[src/rtl/wb_master_single.sv]
// Single-transfer wishbone initiator: one valid/ready command becomes one bus cycle,
// answered on a valid/ready response channel with read data or a timeout error.
module wb_master_single #(
  parameter int unsigned ADDR_BITS = 8,
  parameter int unsigned TIMEOUT   = 255
) (
  input  logic                 clk,
  input  logic                 rst,
  input  logic                 cmd_valid,
  output logic                 cmd_ready,
  input  logic [ADDR_BITS-3:0] cmd_addr,
  input  logic [3:0]           cmd_sel,
  input  logic                 cmd_we,
  input  logic [31:0]          cmd_data,
  output logic                 resp_valid,
  input  logic                 resp_ready,
  output logic [31:0]          resp_data,
  output logic                 resp_err,
  output logic                 wbm_cs_o,
  output logic [ADDR_BITS-3:0] wbm_addr_o,
  output logic [3:0]           wbm_sel_o,
  output logic [31:0]          wbm_data_o,
  output logic                 wbm_we_o,
  input  logic [31:0]          wbm_data_i,
  input  logic                 wbm_ack_i
);

  typedef enum logic [1:0] {StIdle, StBus, StResp} state_e;

  localparam bit          TimeoutEn   = (TIMEOUT != 0);
  localparam logic [15:0] TimeoutLast = 16'(TIMEOUT - 1);

  state_e      state_q;
  logic [15:0] wait_cnt_q;

  assign cmd_ready = (state_q == StIdle) && !rst;

  always_ff @(posedge clk or posedge rst) begin
    if (rst) begin
      state_q    <= StIdle;
      wait_cnt_q <= '0;
      resp_valid <= 1'b0;
      resp_data  <= '0;
      resp_err   <= 1'b0;
      wbm_cs_o   <= 1'b0;
      wbm_addr_o <= '0;
      wbm_sel_o  <= '0;
      wbm_data_o <= '0;
      wbm_we_o   <= 1'b0;
    end else begin
      unique case (state_q)
        StIdle: begin
          if (cmd_valid) begin
            wbm_addr_o <= cmd_addr;
            wbm_sel_o  <= cmd_sel;
            wbm_data_o <= cmd_data;
            wbm_we_o   <= cmd_we;
            wbm_cs_o   <= 1'b1;
            wait_cnt_q <= '0;
            state_q    <= StBus;
          end
        end
        StBus: begin
          // Ack is checked first so an ack on the timeout edge still completes cleanly.
          if (wbm_ack_i) begin
            wbm_cs_o   <= 1'b0;
            resp_data  <= wbm_we_o ? 32'h0 : wbm_data_i;
            resp_err   <= 1'b0;
            resp_valid <= 1'b1;
            state_q    <= StResp;
          end else if (TimeoutEn && (wait_cnt_q == TimeoutLast)) begin
            wbm_cs_o   <= 1'b0;
            resp_data  <= 32'h0;
            resp_err   <= 1'b1;
            resp_valid <= 1'b1;
            state_q    <= StResp;
          end else begin
            wait_cnt_q <= wait_cnt_q + 16'd1;
          end
        end
        StResp: begin
          if (resp_ready) begin
            resp_valid <= 1'b0;
            state_q    <= StIdle;
          end
        end
        default: state_q <= StIdle;
      endcase
    end
  end

endmodule
[config.mk]
export PLATFORM = sky130hd
export DESIGN_NAME = wb_master_single
export DESIGN_NICKNAME = d
export VERILOG_FILES = /design/src/rtl/wb_master_single.sv
export SDC_FILE = /design/constraint.sdc
export NUM_CORES = 1
export LEC_CHECK = 0
export CAP_MARGIN = 30
export CORE_UTILIZATION = 46
export DETAILED_ROUTE_END_ITERATION = 16
export PLACE_DENSITY = 0.85
export SLEW_MARGIN = 20
export SYNTH_ARGS = -nofsm -noshare
export SYNTH_HDL_FRONTEND = slang
export SYNTH_SLANG_ARGS = --single-unit
export TNS_END_PERCENT = 10
[constraint.sdc]
create_clock -name clk -period 8.9 [get_ports clk]
set_input_delay 2.225 -clock clk [delete_from_list [all_inputs] [get_ports clk]]
set_output_delay 2.225 -clock clk [all_outputs]
set_load 0.01 [all_outputs]
* Yosys cells after proc, flatten, opt, wreduce, memory -nomap -nowiden
Cells that the tools add are included.
** Storage, ports and cells
- Word-level logic and storage cells :: 52
- Flip-flop bits (word level) :: 96
** Operators by class
- Equality and inequality tests :: 8
- Multiplexer cells :: 21
- Reductions and logical operators :: 12
- Add/sub/neg operators :: 1
** Operators with widths (count)
- 32-bit two-way mux :: 3
- 16-bit two-way mux :: 3
- 16-bit one-hot mux with 2 select lines :: 1
- 16-bit by 1-bit adder with 16-bit output (second input constant) :: 1
- 16-bit by 8-bit equality test with 1-bit output (second input constant) :: 1
- 3-bit AND reduction :: 3
- 2-bit two-way mux :: 4
- 2-bit inequality test (second input constant) :: 4
- 1-bit two-way mux :: 7
- 2-bit one-hot mux with 3 select lines :: 1
- 2-bit nonzero test :: 3
- 1-bit one-hot mux with 2 select lines :: 2
- 2-bit AND reduction :: 2
- 4-bit AND reduction :: 1
- 3-bit inequality test (second input constant) :: 1
- 2-bit by 1-bit equality test with 1-bit output (second input constant) :: 1
- 2-bit equality test (second input constant) :: 1
- 2-bit zero test :: 1
- 1-bit logical AND :: 1
- 1-bit zero test :: 1

* Logic depth before layout (Yosys ltp)
Gate-level depths: netlist of run 1.
- Depth in word-level cells :: 4
- Depth in mapped cells :: 7
- Gate-level depth less buffers :: 6

* Worst setup path after synthesis of run 1
Ideal clock, no wire load.
- Kind :: in2out
- Start point :: input rst
- End point :: output cmd_ready
- Stages on the path :: 1
- Path slack :: 4191 ps
- Path buffers :: 0
- Arrival time :: 2484 ps
- Data required time :: 6675 ps
- Path through :: nor3_1
** Between the ends
- Longest elaborated chain between the ends :: 2
** RTL lines
- start: declaration :: line 8 : input logic rst,
- 1-bit zero test (no line)
- 1-bit logical AND :: line 36 : assign cmd_ready = (state_q == StIdle) && !rst;
- end: declaration :: line 10 : output logic cmd_ready,
No other way between the ends.

* Worst setup path in the final report of run 1
Same ends and word-level chain as after synthesis.

==> results.sh, run 1 <==
export IMPL_avgSynthCellArea_um2=10.5
export IMPL_synthesis_area_um2=3830
export IMPL_place_congestion=0.785
export IMPL_slowest_delay_ps=560
export IMPL_area_growth_pct=49.1
export IMPL_clock_latency_ps=370
export IMPL_grt_pass1_wl_mm=16.5
export IMPL_synth_cell_types=35
export IMPL_rr_startpoint="wait_cnt_q[0]$_DFFE_PP0P_"
export IMPL_crit_fanout=2
export IMPL_crit_slowest_cell="clkdlybuf4s50_1"
export IMPL_worst_path_most_repeated_cell="clkdlybuf4s50_1"
export IMPL_multi_input_area_um2=1350
export IMPL_ys_seq_area_frac=0.627
export IMPL_insertedDiodeCount=0
export IMPL_synth_nets=447
export IMPL_cp_top_family="buffers and inverters"
export IMPL_cts_buffers=9
export IMPL_nets=601
export IMPL_yosysWarnings=0
export IMPL_path_clk_slew_ps=80
export IMPL_vdd_drop_max_mv=0.164
export IMPL_cts_setup_buffers=0
export IMPL_io_buffers=158
export IMPL_synth_top_area_share=0.627
export IMPL_cts_resized=0
export IMPL_crit_end="cmd_ready"
export IMPL_core_um2=7890
export IMPL_final_antenna_net_count=0
export IMPL_track_usage=0.244
export IMPL_final_area_um2=5710
export IMPL_grt_busiest_layer="met2"
export IMPL_drt_pass1_iterations=4
export IMPL_drc=0
export IMPL_pre_cts_slack_ps=3290
export IMPL_layout_common_cells="clkdlybuf4s50_1, nand2_1, dfrtp_1"
export IMPL_rows=32
export IMPL_dieArea_um2=8700
export IMPL_fp_dieW_um=93.3
export IMPL_use_met3=0.0455
export IMPL_synth_area_top_cells="dfrtp_1, nand2_1, a22o_1"
export IMPL_grtUsageMet1=0.304
export IMPL_cp_depth=3
export IMPL_finalSetupViolCount=0
export IMPL_p_leak_nw=2.58
export IMPL_ctsHtreeMaxLevel=3
export IMPL_dpl_cell_area_um2=5500
export IMPL_drv_cap=0
export IMPL_worstSetupStartpointType="input port"
export IMPL_dp_hpwl_mm=7.03
export IMPL_clockRootBuffer="clkbuf_8"
export IMPL_cts_max_path_buffers=2
export IMPL_final_common_cell="clkdlybuf4s50_1"
export IMPL_nFillCells=563
export IMPL_via_per_inst=5.23
export IMPL_grt_pass1_vias=3360
export IMPL_antenna_found_initial=0
export IMPL_rsz0062_at_grt="no"
export IMPL_clock_fmax_ghz=0.178
export IMPL_hold_path_class="flop to flop"
export IMPL_critPathLaunch="rst"
export IMPL_routedWlPerCell_um=16.1
export IMPL_layout_setup_ws_ps=3290
export IMPL_fin_skew_ps=18.7
export IMPL_ff_latch_area_um2=2400
export IMPL_critPathCaptureType="output pin"
export IMPL_r2r_end="resp_data[29]$_DFFE_PP0P_"
export IMPL_tightest_slew_ps=834
export IMPL_final_layout_size_suffix_gt1_frac=0.0477
export IMPL_dp_cells=610
export IMPL_finalCriticalPeriod_ps=5610
export IMPL_status="finished clean"
export IMPL_final_cells=626
export IMPL_grt_max_degree=59
export IMPL_synth_ff_latch_count=96
export IMPL_hold_violations=0
export IMPL_netlist_instances=365
export IMPL_grt_overflow=0
export IMPL_io_pins=159
export IMPL_power_density_nw_per_um2=318
export IMPL_r2r_setup_slack_ps=6420
export IMPL_slew_headroom=0.444
export IMPL_die_y_um=93.3
export IMPL_dr_first_iter_drc_count=164
export IMPL_routed_wl_mm=10.1
export IMPL_met2_usage=0.417
export IMPL_vias=3273
export IMPL_crit_required_ps=6680
export IMPL_cp_cell_sequence="clkdlybuf4s50_1, nor3_1, clkdlybuf4s50_1"
export IMPL_path_buf_inv=2
export IMPL_cts_hold_repair_buffers=0
export IMPL_crit_type="input port to output pin"
export IMPL_cts_tree="built"
export IMPL_maxSlewViolCount=0
export IMPL_final_setup_tns_ps=0
export IMPL_initial_utilization=0.486
export IMPL_r2r_cells=7
export IMPL_cts_sinks=96
export IMPL_fin_crit_sh=0.630
export IMPL_arrival_ps=3380
export IMPL_whs_ps=482
export IMPL_synth_top_cell_by_area="dfrtp_1"
## worst min-delay path by stage
stage          slack [ps]  cells past startpoint                         end                  startpoint
3_3_place_gp          460                      2    wbm_sel_o[1]$_DFFE_PP0P_    wbm_sel_o[1]$_DFFE_PP0P_
4_1_cts               490                      1  wait_cnt_q[15]$_DFFE_PP0P_  wait_cnt_q[15]$_DFFE_PP0P_
5_1_grt               500                      2  wbm_data_o[10]$_DFFE_PP0P_  wbm_data_o[10]$_DFFE_PP0P_
6_report              480                      1  wait_cnt_q[15]$_DFFE_PP0P_  wait_cnt_q[15]$_DFFE_PP0P_
3_5_place_dp          460                      2    wbm_sel_o[1]$_DFFE_PP0P_    wbm_sel_o[1]$_DFFE_PP0P_
2_1_floorplan         440                      1  wait_cnt_q[15]$_DFFE_PP0P_  wait_cnt_q[15]$_DFFE_PP0P_
## worst register-to-register path: stages (launching register included)
cell     delay [ps]
dfrtp_1         430
inv_1            80
ha_1            170
or4b_4          500
nor4_4          560
o21ai_2          80
buf_4           260
a22o_1          290
## power by group
group	switching (mW)	internal, mW	total [mW]	leakage (nW)
logic	0.355	0.440	0.795	1.25
registers	0.110	0.614	0.724	1.23
clock network	0.155	0.140	0.295	0.100
total	0.620	1.19	1.81	2.58
## flip-flops by register name, summed over array words and instances, names as in the netlist
signal / count
state_q: 2
wait_cnt_q: 16
resp_valid: 1
wbm_cs_o: 1
resp_data: 32
wbm_we_o: 1
resp_err: 1
wbm_addr_o: 6
wbm_data_o: 32
wbm_sel_o: 4
## kinds of logic after synthesis
group,Yosys count,share of synthesized area
AND/OR/NAND/NOR,180,0.207
flip-flops,96,0.627
AO/OA/AOI/OAI,56,0.117
buffers and inverters,24,0.0251
multiplexers,7,0.0183
adder cells (fa/ha/maj),2,0.00653
## per-layer routing
| metal | wire [um] | vias to the layer above |
|---|---|---|
| li1 | - | 1553 |
| met1 | 4040 | 1612 |
| met5 | 0 | - |
| met3 | 479 | 21 |
| met4 | 240 | 0 |
| met2 | 5310 | 87 |
## cells in the mapped netlist, drive strengths merged
library cell  count
o211ai            3
o41ai             2
or3b              1
nand4b            1
nand3             5
nor3b             2
mux2i             7
ha                2
o31ai             4
or4               5
nand4             2
dfrtp            96
and3              1
a21oi             4
nor4              2
nor4b             2
nor2b             2
a22o             32
and2              1
nor3              4
nor2              3
inv               5
a21o              1
nand2b            1
nand2           144
or4b              1
buf               6
and4              2
or3               1
o21ai             6
clkbuf           13
o311ai            4
## area by class of cell
class | count | share of cell area
sequential | 96 | 0.420
timing repair buffer | 162 | 0.282
multi-input combinational | 245 | 0.236
clock buffer | 11 | 0.0247
tap | 102 | 0.0223
clock inverter | 5 | 0.0112
inverter | 5 | 0.00350
## through the flow
step / utilization / power, mW
after floorplan: - / 1.06
after global placement: 0.697 / 1.50
after detailed placement: 0.698 / 1.53
after CTS: 0.724 / 1.83
after global routing: 0.724 / 1.92
final: 0.724 / 1.81
Note: power is estimated with default switching activity, not from simulation.
==> run 2, diff against run 1 <==
- CORE_UTILIZATION: 46 -> 39
- PLACE_DENSITY: 0.85 -> 0.77
- clock period: 8.9 -> 5.1 ns (I/O delays scaled with it)
==> results.sh, run 2 (synthesized netlist as in run 1, its figures left out) <==
export IMPL_status="finished clean"
export IMPL_fp_dieW_um=101
export IMPL_die_y_um=101
export IMPL_clockRootBuffer="clkbuf_8"
export IMPL_track_usage=0.203
export IMPL_cp_cell_sequence="clkdlybuf4s50_1, nor3_1, clkdlybuf4s50_1"
export IMPL_p_int_mw=2.12
export IMPL_power_frac_seq=0.395
export IMPL_r2r_cells=7
export IMPL_cts_buffers=9
export IMPL_clock_latency_ps=360
export IMPL_dieArea_um2=10200
export IMPL_cts_sinks=96
export IMPL_reg_top3="resp_data (32), wbm_data_o (32), wait_cnt_q (16)"
export IMPL_hold_path_class="flop to flop"
export IMPL_worstSetupStartpointType="input port"
export IMPL_cts_hold_repair_buffers=0
export IMPL_drv_cap=0
export IMPL_rsz0062_at_grt="no"
export IMPL_use_met3=0.0518
export IMPL_total_power_mw=3.19
export IMPL_crit_type="input port to output pin"
export IMPL_rows=35
export IMPL_cts_max_path_buffers=2
export IMPL_power_frac_comb=0.435
export IMPL_ctsHtreeMaxLevel=3
export IMPL_area_growth_pct=50.8
export IMPL_power_density_nw_per_um2=552
export IMPL_final_common_cell="clkdlybuf4s50_1"
export IMPL_min_from="wait_cnt_q[15]$_DFFE_PP0P_"
export IMPL_grt_max_degree=47
export IMPL_arrival_ps=2430
export IMPL_maxSlewViolCount=0
export IMPL_slowest_delay_ps=570
export IMPL_routedWlPerCell_um=15.3
export IMPL_cts_setup_buffers=0
export IMPL_dp_hpwl_mm=7.19
export IMPL_fin_crit_sh=0.727
export IMPL_core_um2=9370
export IMPL_clock_fmax_ghz=0.270
export IMPL_cts_resized=0
export IMPL_final_antenna_net_count=0
export IMPL_vdd_drop_max_mv=0.281
export IMPL_critPathCaptureType="output pin"
export IMPL_crit_required_ps=3830
export IMPL_place_congestion=0.775
export IMPL_final_area_um2=5780
export IMPL_finalSetupViolCount=0
export IMPL_grt_overflow=0
export IMPL_r2r_end="resp_data[7]$_DFFE_PP0P_"
export IMPL_drt_pass1_iterations=4
export IMPL_crit_fanout=2
export IMPL_grt_busiest_layer="met2"
export IMPL_final_layout_size_suffix_gt1_frac=0.0532
export IMPL_dpl_cell_area_um2=5560
export IMPL_antenna_found_initial=0
export IMPL_nets=603
export IMPL_p_leak_nw=2.61
export IMPL_holdPathStages=1
export IMPL_hold_violations=0
export IMPL_slew_headroom=0.478
export IMPL_final_cells=655
export IMPL_min_to="wait_cnt_q[15]$_DFFE_PP0P_"
export IMPL_dp_cells=639
export IMPL_grt_pass1_vias=3247
export IMPL_io_pins=159
export IMPL_cts_tree="built"
export IMPL_grtUsageMet1=0.262
export IMPL_worst_path_most_repeated_cell="clkdlybuf4s50_1"
export IMPL_insertedDiodeCount=0
export IMPL_fin_skew_ps=15.4
export IMPL_sw_frac_of_total=0.336
export IMPL_rr_startpoint="wait_cnt_q[0]$_DFFE_PP0P_"
export IMPL_clkPwrFrac=0.170
export IMPL_grt_pass1_wl_mm=16.1
export IMPL_initial_utilization=0.409
export IMPL_vias=3272
export IMPL_finalCriticalPeriod_ps=3710
export IMPL_io_buffers=158
export IMPL_via_per_inst=5.00
export IMPL_tightest_slew_ps=780
export IMPL_final_setup_tns_ps=0
export IMPL_crit_slowest_cell="clkdlybuf4s50_1"
export IMPL_r2r_setup_slack_ps=2660
export IMPL_met2_usage=0.335
export IMPL_switching_power_mw=1.07
export IMPL_dr_first_iter_drc_count=144
export IMPL_path_clk_slew_ps=80
export IMPL_routed_wl_mm=10.0
export IMPL_layout_common_cells="clkdlybuf4s50_1, nand2_1, dfrtp_1"
export IMPL_drc=0
-- run 2: worst max-delay path by stage --
stage / slack (ps) / start / end / depth (start not counted)
after floorplan: 1320 / rst / resp_data[0]$_DFFE_PP0P_ / 1
after global placement: 1410 / rst / cmd_ready / 3
after detailed placement: 1370 / rst / cmd_ready / 3
after CTS: 1370 / rst / cmd_ready / 3
after global routing: 1320 / rst / cmd_ready / 3
final: 1390 / rst / cmd_ready / 3
-- run 2: cell type report --
cell class / count / area [um2]
clock inverters: 7 / 92.6
flip-flops and latches: 96 / 2400
multi-input cells: 245 / 1340
well taps: 129 / 161
fillers: 780 / 3590
clock buffers: 9 / 124
repair buffers: 164 / 1640
inverters: 5 / 20.0
-- run 2: worst max-delay path: cells and delay by family --
family                 cells  cell delay [ps]
buffers and inverters      2             1000
AND/OR/NAND/NOR            1              150
-- run 2: per-layer routing --
metal  share of wire  up-vias
met4           0.018        0
met2            0.52       77
met3           0.047       14
met1            0.41     1625
met5               0        -
li1                -     1556
-- run 2: stage by stage --
stage | hold slack (ps) | utilization | worst slack, ps
2_1_floorplan | 439 | - | 1320
3_3_place_gp | 457 | 0.591 | 1410
3_5_place_dp | 462 | 0.593 | 1370
4_1_cts | 482 | 0.616 | 1370
5_1_grt | 506 | 0.617 | 1320
6_report | 478 | 0.617 | 1390
-- run 2: power groups by stage --
stage          Sequential [mW]  Combinational, mW  Clock, mW
6_report                  1.26               1.39      0.544
5_1_grt                   1.30               1.50      0.590
4_1_cts                   1.26               1.41      0.557
3_5_place_dp              1.27               1.40          0
3_3_place_gp              1.26               1.37          0
2_1_floorplan             1.39              0.460          0
